===== config.mk =====
export PLATFORM = sky130hd
export DESIGN_NAME = fft16_frame_ctrl
export DESIGN_NICKNAME = d
export VERILOG_FILES = /design/src/rtl/fft16_frame_ctrl.sv
export SDC_FILE = /design/constraint.sdc
export NUM_CORES = 1
export LEC_CHECK = 0
export BUFFER_PORTS_ARGS = -buffer_cell sky130_fd_sc_hd__buf_2
export CAP_MARGIN = 30
export CORE_AREA = 2 2 427 429
export DETAILED_ROUTE_END_ITERATION = 6
export DIE_AREA = 0 0 429 431
export SLEW_MARGIN = 10
export SYNTH_ARGS = -nofsm -noshare
export SYNTH_HDL_FRONTEND = slang
export SYNTH_SLANG_ARGS = --single-unit

===== constraint.sdc =====
create_clock -name clk -period 4 [get_ports clk]
set_clock_uncertainty 0.2 [all_clocks]
set_input_delay 0.2 -clock clk [delete_from_list [all_inputs] [get_ports clk]]
set_output_delay 0.2 -clock clk [all_outputs]
set_load 0.01 [all_outputs]

===== src/rtl/fft16_frame_ctrl.sv =====
// fft16_frame_ctrl
// Frame sequencer wrapped around a 16-point registered FFT pipeline.
// Samples arrive serially on a valid/ready stream and are collected into a
// 16-entry frame in natural order. The frame is presented in parallel on
// fft_x_*. The controller then waits out the pipeline latency, captures
// fft_y_* into a result buffer and streams the bins out serially in bin order.
//
// Ports:
//   clk, rst_n          clock (rising edge), asynchronous active-low reset
//   abort               synchronous single-cycle frame abort
//   in_valid/in_ready   input sample handshake; in_re/in_im carry the sample
//   fft_x_re/fft_x_im   parallel FFT inputs, lane k = bits [k*DATA_W +: DATA_W]
//   fft_y_re/fft_y_im   parallel FFT outputs, same packing
//   out_valid/out_ready output bin handshake; out_re/out_im/out_index/out_last
//   busy                high whenever the state is not FILL
//   frame_done          one-cycle pulse after the bin-15 handshake
//
// Build option: define FFT_OUT_SHIFT_EN to apply an arithmetic right shift by
// 4 (1/16 scaling) to every captured result component. Timing is unchanged.
module fft16_frame_ctrl #(
   parameter int DATA_W      = 16,
   parameter int FFT_LATENCY = 4
) (
   input  logic                 clk,
   input  logic                 rst_n,
   input  logic                 abort,
   input  logic                 in_valid,
   output logic                 in_ready,
   input  logic [DATA_W-1:0]    in_re,
   input  logic [DATA_W-1:0]    in_im,
   output logic [16*DATA_W-1:0] fft_x_re,
   output logic [16*DATA_W-1:0] fft_x_im,
   input  logic [16*DATA_W-1:0] fft_y_re,
   input  logic [16*DATA_W-1:0] fft_y_im,
   output logic                 out_valid,
   input  logic                 out_ready,
   output logic [DATA_W-1:0]    out_re,
   output logic [DATA_W-1:0]    out_im,
   output logic [3:0]           out_index,
   output logic                 out_last,
   output logic                 busy,
   output logic                 frame_done
);

   typedef enum logic [1:0] {FILL = 2'd0, WAIT = 2'd1, DRAIN = 2'd2} state_t;

   // The wait counter must be able to reach FFT_LATENCY.
   localparam int CNT_W = (FFT_LATENCY < 1) ? 1 : $clog2(FFT_LATENCY + 1);

   state_t            state;
   logic [3:0]        wr_ptr;
   logic [3:0]        rd_ptr;
   logic [3:0]        rd_nxt;
   logic [CNT_W-1:0]  wait_cnt;

   logic [DATA_W-1:0] in_re_buf  [16];
   logic [DATA_W-1:0] in_im_buf  [16];
   logic [DATA_W-1:0] res_re_buf [16];
   logic [DATA_W-1:0] res_im_buf [16];
   logic [DATA_W-1:0] cap_re     [16];
   logic [DATA_W-1:0] cap_im     [16];

   assign rd_nxt = rd_ptr + 4'd1;

   genvar gi;
   generate
      for (gi = 0; gi < 16; gi++) begin : g_lane
         // The FFT sees the input buffer directly; it only changes in FILL.
         assign fft_x_re[gi*DATA_W +: DATA_W] = in_re_buf[gi];
         assign fft_x_im[gi*DATA_W +: DATA_W] = in_im_buf[gi];
`ifdef FFT_OUT_SHIFT_EN
         assign cap_re[gi] = $signed(fft_y_re[gi*DATA_W +: DATA_W]) >>> 4;
         assign cap_im[gi] = $signed(fft_y_im[gi*DATA_W +: DATA_W]) >>> 4;
`else
         assign cap_re[gi] = fft_y_re[gi*DATA_W +: DATA_W];
         assign cap_im[gi] = fft_y_im[gi*DATA_W +: DATA_W];
`endif
      end
   endgenerate

   always_ff @(posedge clk or negedge rst_n) begin
      if (!rst_n) begin
         state      <= FILL;
         wr_ptr     <= '0;
         rd_ptr     <= '0;
         wait_cnt   <= '0;
         in_ready   <= 1'b1;
         out_valid  <= 1'b0;
         out_last   <= 1'b0;
         busy       <= 1'b0;
         frame_done <= 1'b0;
         out_index  <= '0;
         out_re     <= '0;
         out_im     <= '0;
         for (int i = 0; i < 16; i++) begin
            in_re_buf[i]  <= '0;
            in_im_buf[i]  <= '0;
            res_re_buf[i] <= '0;
            res_im_buf[i] <= '0;
         end
      end else if (abort) begin
         // Abort takes priority over any handshake in the same cycle; buffer
         // contents are left as they are.
         state      <= FILL;
         wr_ptr     <= '0;
         rd_ptr     <= '0;
         wait_cnt   <= '0;
         in_ready   <= 1'b1;
         out_valid  <= 1'b0;
         out_last   <= 1'b0;
         busy       <= 1'b0;
         frame_done <= 1'b0;
      end else begin
         frame_done <= 1'b0;
         case (state)
            FILL: begin
               if (in_valid && in_ready) begin
                  in_re_buf[wr_ptr] <= in_re;
                  in_im_buf[wr_ptr] <= in_im;
                  if (wr_ptr == 4'd15) begin
                     wr_ptr   <= '0;
                     wait_cnt <= '0;
                     state    <= WAIT;
                     in_ready <= 1'b0;
                     busy     <= 1'b1;
                  end else begin
                     wr_ptr <= wr_ptr + 4'd1;
                  end
               end
            end
            WAIT: begin
               wait_cnt <= wait_cnt + CNT_W'(1);
               if (wait_cnt == CNT_W'(FFT_LATENCY)) begin
                  for (int i = 0; i < 16; i++) begin
                     res_re_buf[i] <= cap_re[i];
                     res_im_buf[i] <= cap_im[i];
                  end
                  // Bin 0 is loaded into the output register on the same
                  // edge so out_valid can rise in the first DRAIN cycle.
                  rd_ptr    <= '0;
                  state     <= DRAIN;
                  out_valid <= 1'b1;
                  out_re    <= cap_re[0];
                  out_im    <= cap_im[0];
                  out_index <= '0;
                  out_last  <= 1'b0;
               end
            end
            DRAIN: begin
               if (out_valid && out_ready) begin
                  rd_ptr <= rd_nxt;
                  if (rd_ptr == 4'd15) begin
                     state      <= FILL;
                     out_valid  <= 1'b0;
                     out_last   <= 1'b0;
                     in_ready   <= 1'b1;
                     busy       <= 1'b0;
                     frame_done <= 1'b1;
                  end else begin
                     out_re    <= res_re_buf[rd_nxt];
                     out_im    <= res_im_buf[rd_nxt];
                     out_index <= rd_nxt;
                     out_last  <= (rd_nxt == 4'd15);
                  end
               end
            end
            default: begin
               state <= FILL;
            end
         endcase
      end
   end

endmodule


==> results.cfg, run 1 <==
[synthesis]
synth_seq_cells = 1078
synth_edf_count = 0
yosys_warnings = 0
ys_seq_area_share_pct = 60.2
synth-async-reset-ratio_pct = 100
synth.distinct_cells = 54
synth_area_per_cell_um2 = 16.4
netlist_area_mm2 = 0.0448
syn_inst = 2732
synth_nets = 3292
synth_top_flop_cell = dfrtp_1

[floorplan]
die_h_um = 431
rows = 156
start_util_pct = 24.9
io_pins = 1102
chipWidth_um = 429
core_mm2 = 0.180
dieArea_mm2 = 0.185

[drt]
drc_errors = 0
drt_iter0_markers = 1706
first_pass_iters = 5
vias = 33400
wl_per_cell_um = 23.3
via_per_inst = 4.52
wl_um = 172000
drtAntennaViolNets = 0

[cts]
root_buffer = clkbuf_16
postCtsSetupRepairBufs = 0
h-tree-depth = 3
cts_buffers = 118
cts_sinks = 1078
cts_tree = done
clk_pin_slew_worst_paths_ns = 0.06
cts_buffer_depth = 3
insertion_delay_ns = 0.78

[setup_path]
cp.required_ns = 4.42
worstPathMaxFanout = 87
end_kind = flip-flop
cpMaxStageDelayCell = mux4_2
cp_slowest_stage_delay_ns = 0.56
critPathTopFamily = buffers and inverters
worstPathCellList = buf_12, buf_4, mux4_2, o22ai_1, o31ai_2
worstPathArrival_ns = 3.45
path_buf_inv = 2
crit_type = reg2reg
crit_path_start_kind = flip-flop

[global_routing]
grt_max_degree = 109
antenna_found_initial = 34
grt_first_pass_wirelength_um = 249000
overflow = 0
grt_pass1_vias = 37000
gr-usage-all-layers_pct = 18.2

[placement]
gp_congestion = 0.848
hpwl_um = 112000
portBuffers = 1101
place_area_mm2 = 0.0533

[timing]
fmax_ghz = 0.330
fin_crit_sh_pct = 75.9
finalSetupViolations = 0
worstMarginPinSlew_ns = 0.980
rsz0062_at_grt = no
slew_headroom_pct = 34.7
period_needed_ns = 3.03
drv_slew = 0
fin_setup_tns_ns = 0
finalHoldViolations = 0

[cells_and_area]
regArea_mm2 = 0.0270
multi_input_area_mm2 = 0.0169
layout-drive-gt1-share_pct = 50.9
areaGrowthSynthToFinish_pct = 51.8
final_area_mm2 = 0.0680
fill_cells = 16700
fin_nets = 5441

[power]
power_density_mw_per_mm2 = 414
ir_drop_uv = 382
p_leak_nw = 34.9
p_total_w = 0.0282

[outcome]
status = finished, final reports clean

[min_path]
hp-class = in2reg

[flow_run]
drv_cap = 0
path summary, 6_finish.rpt:
kind / cells past startpoint / slack, ns / end / from
min in group asynchronous: 3 / 0.21 / res_im_buf[200] / rst_n
max in group asynchronous: 3 / 2.75 / fft_x_im[17] / rst_n
worst min-delay path: 3 / 0.09 / res_im_buf[3] / fft_y_im[243]
worst max-delay path: 5 / 0.97 / out_im[6] / rd_ptr[0]
worst min register to register: 2 / 0.27 / out_index[0] / out_index[0]
worst max register to register: 5 / 0.97 / out_im[6] / rd_ptr[0]
flip-flops by register name, indices dropped and copies added, names as in the netlist:
name	cells
busy	1
fft_x_im	256
fft_x_re	256
frame_done	1
in_ready	1
out_im	16
out_index	4
out_last	1
out_re	16
out_valid	1
rd_ptr	4
res_im_buf	256
res_re_buf	256
state	2
wait_cnt	3
wr_ptr	4
per-stage QoR:
| stage | hold slack, ns | utilization (%) | instances | setup WS [ns] |
|---|---|---|---|---|
| after floorplan | -0.296 | - | 2732 | 1.15 |
| after global placement | 0.166 | 29.5 | 6080 | 1.01 |
| after detailed placement | 0.165 | 29.6 | 6082 | 0.974 |
| after CTS | 0.00108 | 37.7 | 7355 | 0.988 |
| after global routing | 0.0369 | 37.8 | 7385 | 0.828 |
| final | 0.0906 | 37.8 | 7393 | 0.966 |
worst register-to-register path, cell delays in order (launching register included):
cell,delay [ns]
dfrtp_4,0.46
buf_12,0.52
buf_4,0.73
mux4_2,0.58
o22ai_1,0.31
o31ai_2,0.11
cell usage after synthesis (all sizes together) (2+ instances only):
cell type / instances / share of area (%)
buf: 142 / 1.8
dfrtp: 1077 / 60
and3: 4 / 0.059
nand2: 36 / 0.31
nand2b: 10 / 0.14
ha: 11 / 0.31
nor2: 45 / 0.38
a211o: 2 / 0.039
a21oi: 2 / 0.022
nor2b: 7 / 0.098
nor3: 4 / 0.045
inv: 8 / 0.067
o22ai: 32 / 0.70
o21ai: 16 / 0.18
o21bai: 2 / 0.033
clkbuf: 54 / 0.47
a31oi: 2 / 0.042
mux4: 128 / 6.4
mux2i: 2 / 0.045
nand3: 10 / 0.12
xor2: 3 / 0.075
o31ai: 33 / 0.84
a22oi: 33 / 0.56
mux2: 1056 / 27
a211oi: 2 / 0.045
per-layer routing:
layer  GRT usage (%)  vias to the layer above  part of all wire [%]
met5               0                        -                 0.016
met3            4.03                      437                   5.6
met1            18.6                    17300                    35
li1                -                    14300                     -
met4            12.1                        4                   6.9
met2            33.2                     1344                    53
logic make-up after synthesis:
group | synth area share, %
buf+inv | 2.34
mux | 33.3
flops | 60.2
compound gates | 2.56
simple gates | 1.24
fa+ha+maj | 0.307
xor+xnor | 0.0754
area by class of cell:
class	instances	area share, %
Antenna cell	38	0.140
Clock buffer	174	5.02
Clock inverter	50	1.11
Inverter	8	0.0441
Multi-Input combinational cell	1450	24.9
Sequential cell	1078	39.7
Tap cell	2370	4.36
Timing Repair Buffer	2225	24.8
timing repair:
action,in CTS,in global routing
hold buffers,1049,0
endpoints found under the hold margin,1670,0
endpoints found under the setup margin,0,0
gates resized for setup,0,0
cells in the final DEF (no fill, tap or decap), drive strengths merged, types with 5 or more instances in the layout:
master | netlist | final
a22oi | 33 | 33
buf | 142 | 1177
bufinv | 0 | 12
clkbuf | 54 | 174
clkinv | 0 | 28
clkinvlp | 0 | 5
dfrtp | 1077 | 1077
diode | 0 | 38
dlygate4sd3 | 0 | 1048
ha | 11 | 11
inv | 8 | 13
mux2 | 1056 | 1056
mux4 | 128 | 128
nand2 | 36 | 36
nand2b | 10 | 10
nand3 | 10 | 10
nor2 | 45 | 45
nor2b | 7 | 7
o21ai | 16 | 16
o22ai | 32 | 32
o31ai | 33 | 33
power by group:
group | internal (W) | total [W] | leakage [nW] | switching [W]
clock | 0.00674 | 0.0116 | 2.03 | 0.00487
combinational | 0.00227 | 0.00454 | 18.0 | 0.00227
sequential | 0.0116 | 0.0120 | 14.9 | 0.000433
Note: power is estimated with default switching activity, not from simulation.
==> inputs of run 2 (changes only) <==
==> constraint.sdc (replaced) <==
create_clock -name clk -period 2.8 [get_ports clk]
set_clock_uncertainty 0.2 [all_clocks]
set_input_delay 0.14 -clock clk [delete_from_list [all_inputs] [get_ports clk]]
set_output_delay 0.14 -clock clk [all_outputs]
set_load 0.01 [all_outputs]
==> run 2 against run 1 <==
Against the previous run: final cell count grew 0.81%; fmax grew 13%; critical path type unchanged; highest routed layer unchanged; critical path depth grew 2; combinational power grew 47%; setup slack lost 0.85 ns; global-route usage grew 0.65 points; die area is the same; largest cell class unchanged.
==> results.cfg, run 2 (same netlist as run 1, synthesis figures left out) <==
[timing]
worstMarginPinSlew_ns = 0.768
finalHoldViolations = 0
finalSetupViolations = 0
slew_headroom_pct = 48.8
fin_crit_sh_pct = 95.9
period_needed_ns = 2.68
drv_slew = 0
rsz0062_at_grt = no
timing.final.ws_setup_ns = 0.116
fmax_ghz = 0.373
fin_setup_tns_ns = 0

[power]
p_leak_nw = 35.4
power_density_mw_per_mm2 = 588
ir_drop_uv = 611

[placement]
gp_congestion = 0.844
place_ws_ns = 0.0831
place_area_mm2 = 0.0541
portBuffers = 1101
placed_cells = 6147
hpwl_um = 115000

[drt]
first_pass_iters = 5
drc_errors = 0
route.met2.wl_um = 92200
wl_per_cell_um = 23.8
vias = 34200
wl_um = 177000
drt_iter0_markers = 1681
wirelength_met1_um = 61100
route.met3.wl_um = 10000
routed.top_layer = met5
drtAntennaViolNets = 0
via_per_inst = 4.58

[cts]
cts_buffers = 115
cts_tree = done
h-tree-depth = 3
insertion_delay_ns = 0.77
root_buffer = clkbuf_16
cts_sinks = 1078
cts_buffer_depth = 3
postCtsSetupRepairBufs = 0
clk_pin_slew_worst_paths_ns = 0.06

[global_routing]
antenna_found_initial = 37
grt_pass1_vias = 38100
overflow = 0
grt_max_degree = 99
grt_first_pass_wirelength_um = 258000
gr-usage-all-layers_pct = 18.9

[floorplan]
die_h_um = 431
chipWidth_um = 429
core_mm2 = 0.180
start_util_pct = 24.9
io_pins = 1102
rows = 156
dieArea_mm2 = 0.185

[min_path]
hp-class = in2reg

[cells_and_area]
final_area_mm2 = 0.0690
fin_cells = 7453
fill_cells = 16500
fin_nets = 5516
areaGrowthSynthToFinish_pct = 54.0
layout-drive-gt1-share_pct = 51.5
final_common_cell = buf_2
mostFrequentLayoutCells = 1100 x buf_2, 1076 x dfrtp_1, 1061 x dlygate4sd3_1

[setup_path]
crit_path_start_kind = flip-flop
worstPathArrival_ns = 3.13
cp.required_ns = 3.24
worstPathMaxFanout = 28
end_kind = flip-flop
crit_type = reg2reg
r2r_setup_slack_ns = 0.12

[outcome]
status = finished, final reports clean

[flow_run]
drv_cap = 0
run 2: changes by cell type in the layout (fill, tap and decap cells not counted), moves of 2 or more:
| cell | previous run | this run |
|---|---|---|
| diode_2 | 38 | 29 |
| clkbuf_16 | 118 | 115 |
| dlygate4sd3_1 | 1048 | 1061 |
| bufinv_16 | 12 | 16 |
| inv_8 | 2 | 0 |
| buf_12 | 23 | 55 |
| buf_4 | 52 | 85 |
| clkbuf_1 | 31 | 22 |
run 2: area by class of cell:
| cell class | count | area (um^2) | area share (%) |
|---|---|---|---|
| antenna | 29 | 72.6 | 0.105 |
| sequential | 1078 | 27000 | 39.1 |
| multi-input combinational | 1450 | 16900 | 24.5 |
| inverter | 8 | 30.0 | 0.0435 |
| tap | 2370 | 2970 | 4.30 |
| timing repair buffer | 2303 | 17900 | 25.9 |
| clock buffer | 162 | 3300 | 4.79 |
| clock inverter | 53 | 855 | 1.24 |
run 2: metrics by stage:
step	hold slack, ns	total power, W	util (%)
3_3_place_gp	0.0560	0.0228	30.0
2_1_floorplan	-0.356	0.0199	-
3_5_place_dp	0.0505	0.0229	30.0
6_report	0.103	0.0406	38.3
4_1_cts	0.0137	0.0407	38.3
5_1_grt	0.0575	0.0421	38.3
run 2: layer usage:
| metal | up-vias | track usage, % |
|---|---|---|
| li1 | 14500 | - |
| met1 | 17500 | 19.0 |
| met2 | 1503 | 34.1 |
| met3 | 607 | 4.30 |
| met4 | 10 | 13.6 |
| met5 | - | 0 |
run 2: repair_timing:
action / in CTS / in global routing
hold endpoints to repair: 2136 / 0
gates resized for setup: 0 / 0
hold buffers: 1062 / 0
run 2: power breakdown:
group	internal, W	total (W)	switching [W]
Clock	0.00977	0.0167	0.00691
Sequential	0.0166	0.0172	0.000651
Combinational	0.00335	0.00667	0.00332
run 2: worst max-delay path, cell delays in order (launching register included):
cell and delay, ns:
dfrtp_4 0.45, inv_1 0.09, ha_4 0.46, buf_12 0.26, mux4_2 0.36, mux2_2 0.32
o22ai_1 0.32, o31ai_2 0.09
run 2: final timing paths:
check / from / endpoint / cells after the start
max in group asynchronous: rst_n / res_im_buf[46] / 3
max: rd_ptr[0] / out_im[13] / 7
min: fft_y_im[0] / res_im_buf[240] / 3
min in group asynchronous: rst_n / res_re_buf[160] / 3
min reg2reg: fft_x_re[77] / fft_x_re[77] / 1
max reg2reg: rd_ptr[0] / out_im[13] / 7
==> inputs of run 3 (changes only) <==
--- a/config.mk
+++ b/config.mk
@@ -10,6 +10,7 @@
 export CORE_AREA = 2 2 427 429
 export DETAILED_ROUTE_END_ITERATION = 6
 export DIE_AREA = 0 0 429 431
+export PLACE_DENSITY = 0.45
 export SLEW_MARGIN = 10
 export SYNTH_ARGS = -nofsm -noshare
 export SYNTH_HDL_FRONTEND = slang
==> run 3 against run 2 <==
Against the previous run: critical path depth up 1; setup slack better by 0.026 ns; final area down 0.23%; power up 1.6%; hold slack worse by 0.062 ns; via count down 3.2%; final cell count down 0.36%; wire length up 2.9%; largest cell class unchanged; highest routed layer unchanged.
==> results.cfg, run 3 (same netlist as run 1, synthesis figures left out) <==
[power]
power.share.clock_pct = 41.6
pwr-share-seq_pct = 42.0
power_density_mw_per_mm2 = 599
p_sw_w = 0.0113
power_frac_comb_pct = 16.3
internal_power_w = 0.0300
ir_drop_uv = 469
switching_share_pct = 27.3
p_total_w = 0.0412
p_leak_nw = 35.4

[drt]
drt_iter0_markers = 1496
wl_um = 182000
drtAntennaViolNets = 0
drc_errors = 0
first_pass_iters = 4
vias = 33100
wl_per_cell_um = 24.6
via_per_inst = 4.45

[floorplan]
start_util_pct = 24.9
rows = 156
chipWidth_um = 429
dieArea_mm2 = 0.185
core_mm2 = 0.180
die_h_um = 431
io_pins = 1102

[timing]
whs_ns = 0.0410
timing.final.ws_setup_ns = 0.142
finalHoldViolations = 0
finalSetupViolations = 0
period_needed_ns = 2.66
fmax_ghz = 0.376
slew_headroom_pct = 55.5
fin_setup_tns_ns = 0
worstMarginPinSlew_ns = 0.667
rsz0062_at_grt = no
drv_slew = 0
fin_crit_sh_pct = 94.9

[global_routing]
gr-usage-all-layers_pct = 19.4
antenna_found_initial = 28
top_usage_layer = met2
grt_use_met2_pct = 36.1
grt_pass1_vias = 35900
overflow = 0
grt_max_degree = 113
use_met1_pct = 20.7
grtUsageMet3_pct = 4.32
grt_first_pass_wirelength_um = 261000

[placement]
hpwl_um = 132000
portBuffers = 1101
gp_congestion = 0.814
place_ws_ns = 0.124

[setup_path]
crit_path_start_kind = flip-flop
worstPathArrival_ns = 3.11
r2r_setup_slack_ns = 0.14
worstPathMaxFanout = 6
crit_type = reg2reg
end_kind = flip-flop
cp.required_ns = 3.25

[cts]
clk_pin_slew_worst_paths_ns = 0.06
cts_buffer_depth = 3
root_buffer = clkbuf_16
insertion_delay_ns = 0.79
cts_sinks = 1078
cts_buffers = 131
cts_tree = done
h-tree-depth = 4

[cells_and_area]
areaGrowthSynthToFinish_pct = 53.7
layout-drive-gt1-share_pct = 51.5
fin_nets = 5498
mostFrequentLayoutCells = 1100 x buf_2, 1076 x dfrtp_1, 1044 x dlygate4sd3_1
final_common_cell = buf_2

[outcome]
status = finished, final reports clean

[flow_run]
drv_cap = 0

[min_path]
hp-class = in2reg
-- run 3: what timing repair did --
item,4_1_cts,5_1_grt
endpoints found under the setup margin,0,2
setup buffers,0,0
gates resized for setup,0,1
hold buffers,1045,0
endpoints found under the hold margin,2156,0
-- run 3: worst paths after layout --
| path | from | endpoint | cells after the start |
|---|---|---|---|
| worst max register to register | rd_ptr[0] | out_im[15] | 8 |
| worst min register to register | out_index[1] | out_index[1] | 2 |
| worst min-delay path | fft_y_re[73] | res_re_buf[185] | 3 |
| worst max-delay path | rd_ptr[0] | out_im[15] | 8 |
| max in group asynchronous | rst_n | fft_x_re[146] | 4 |
| min in group asynchronous | rst_n | res_im_buf[187] | 4 |
-- run 3: power groups by stage --
stage          Combinational (W)  Clock, W  Sequential, W
2_1_floorplan            0.00214         0         0.0178
3_3_place_gp             0.00564         0         0.0176
3_5_place_dp             0.00567         0         0.0176
4_1_cts                  0.00683    0.0177         0.0173
5_1_grt                  0.00721    0.0183         0.0174
6_report                 0.00673    0.0172         0.0173
-- run 3: layer usage --
metal	share of wire, %	up-vias
li1	-	14500
met1	37	17100
met2	53	1094
met3	5.0	363
met4	5.0	16
met5	0.052	-
-- run 3: through the flow --
stage          area, um^2  util (%)  cells
4_1_cts             68800      38.2   7407
5_1_grt             68900      38.2   7424
2_1_floorplan       44800         -   2732
3_5_place_dp        54000      30.0   6130
3_3_place_gp        54000      30.0   6130
6_report            68900      38.2   7426
-- run 3: area by class of cell --
cell class | count | area, um^2
clock inverters | 43 | 537
flip-flops and latches | 1078 | 27000
diodes | 19 | 47.5
clock buffers | 189 | 3780
fillers | 17200 | 111000
well taps | 2370 | 2970
inverters | 8 | 30.0
multi-input cells | 1450 | 16900
repair buffers | 2269 | 17600
-- run 3: critical path: stages (launching register included) --
cell and delay (ns):
dfrtp_4 0.51, ha_1 0.23, buf_4 0.17, nand3_2 0.09, nand3_1 0.09, a221o_2 0.39
dlygate4sd3_1 0.61, a22oi_1 0.17, o31ai_1 0.09
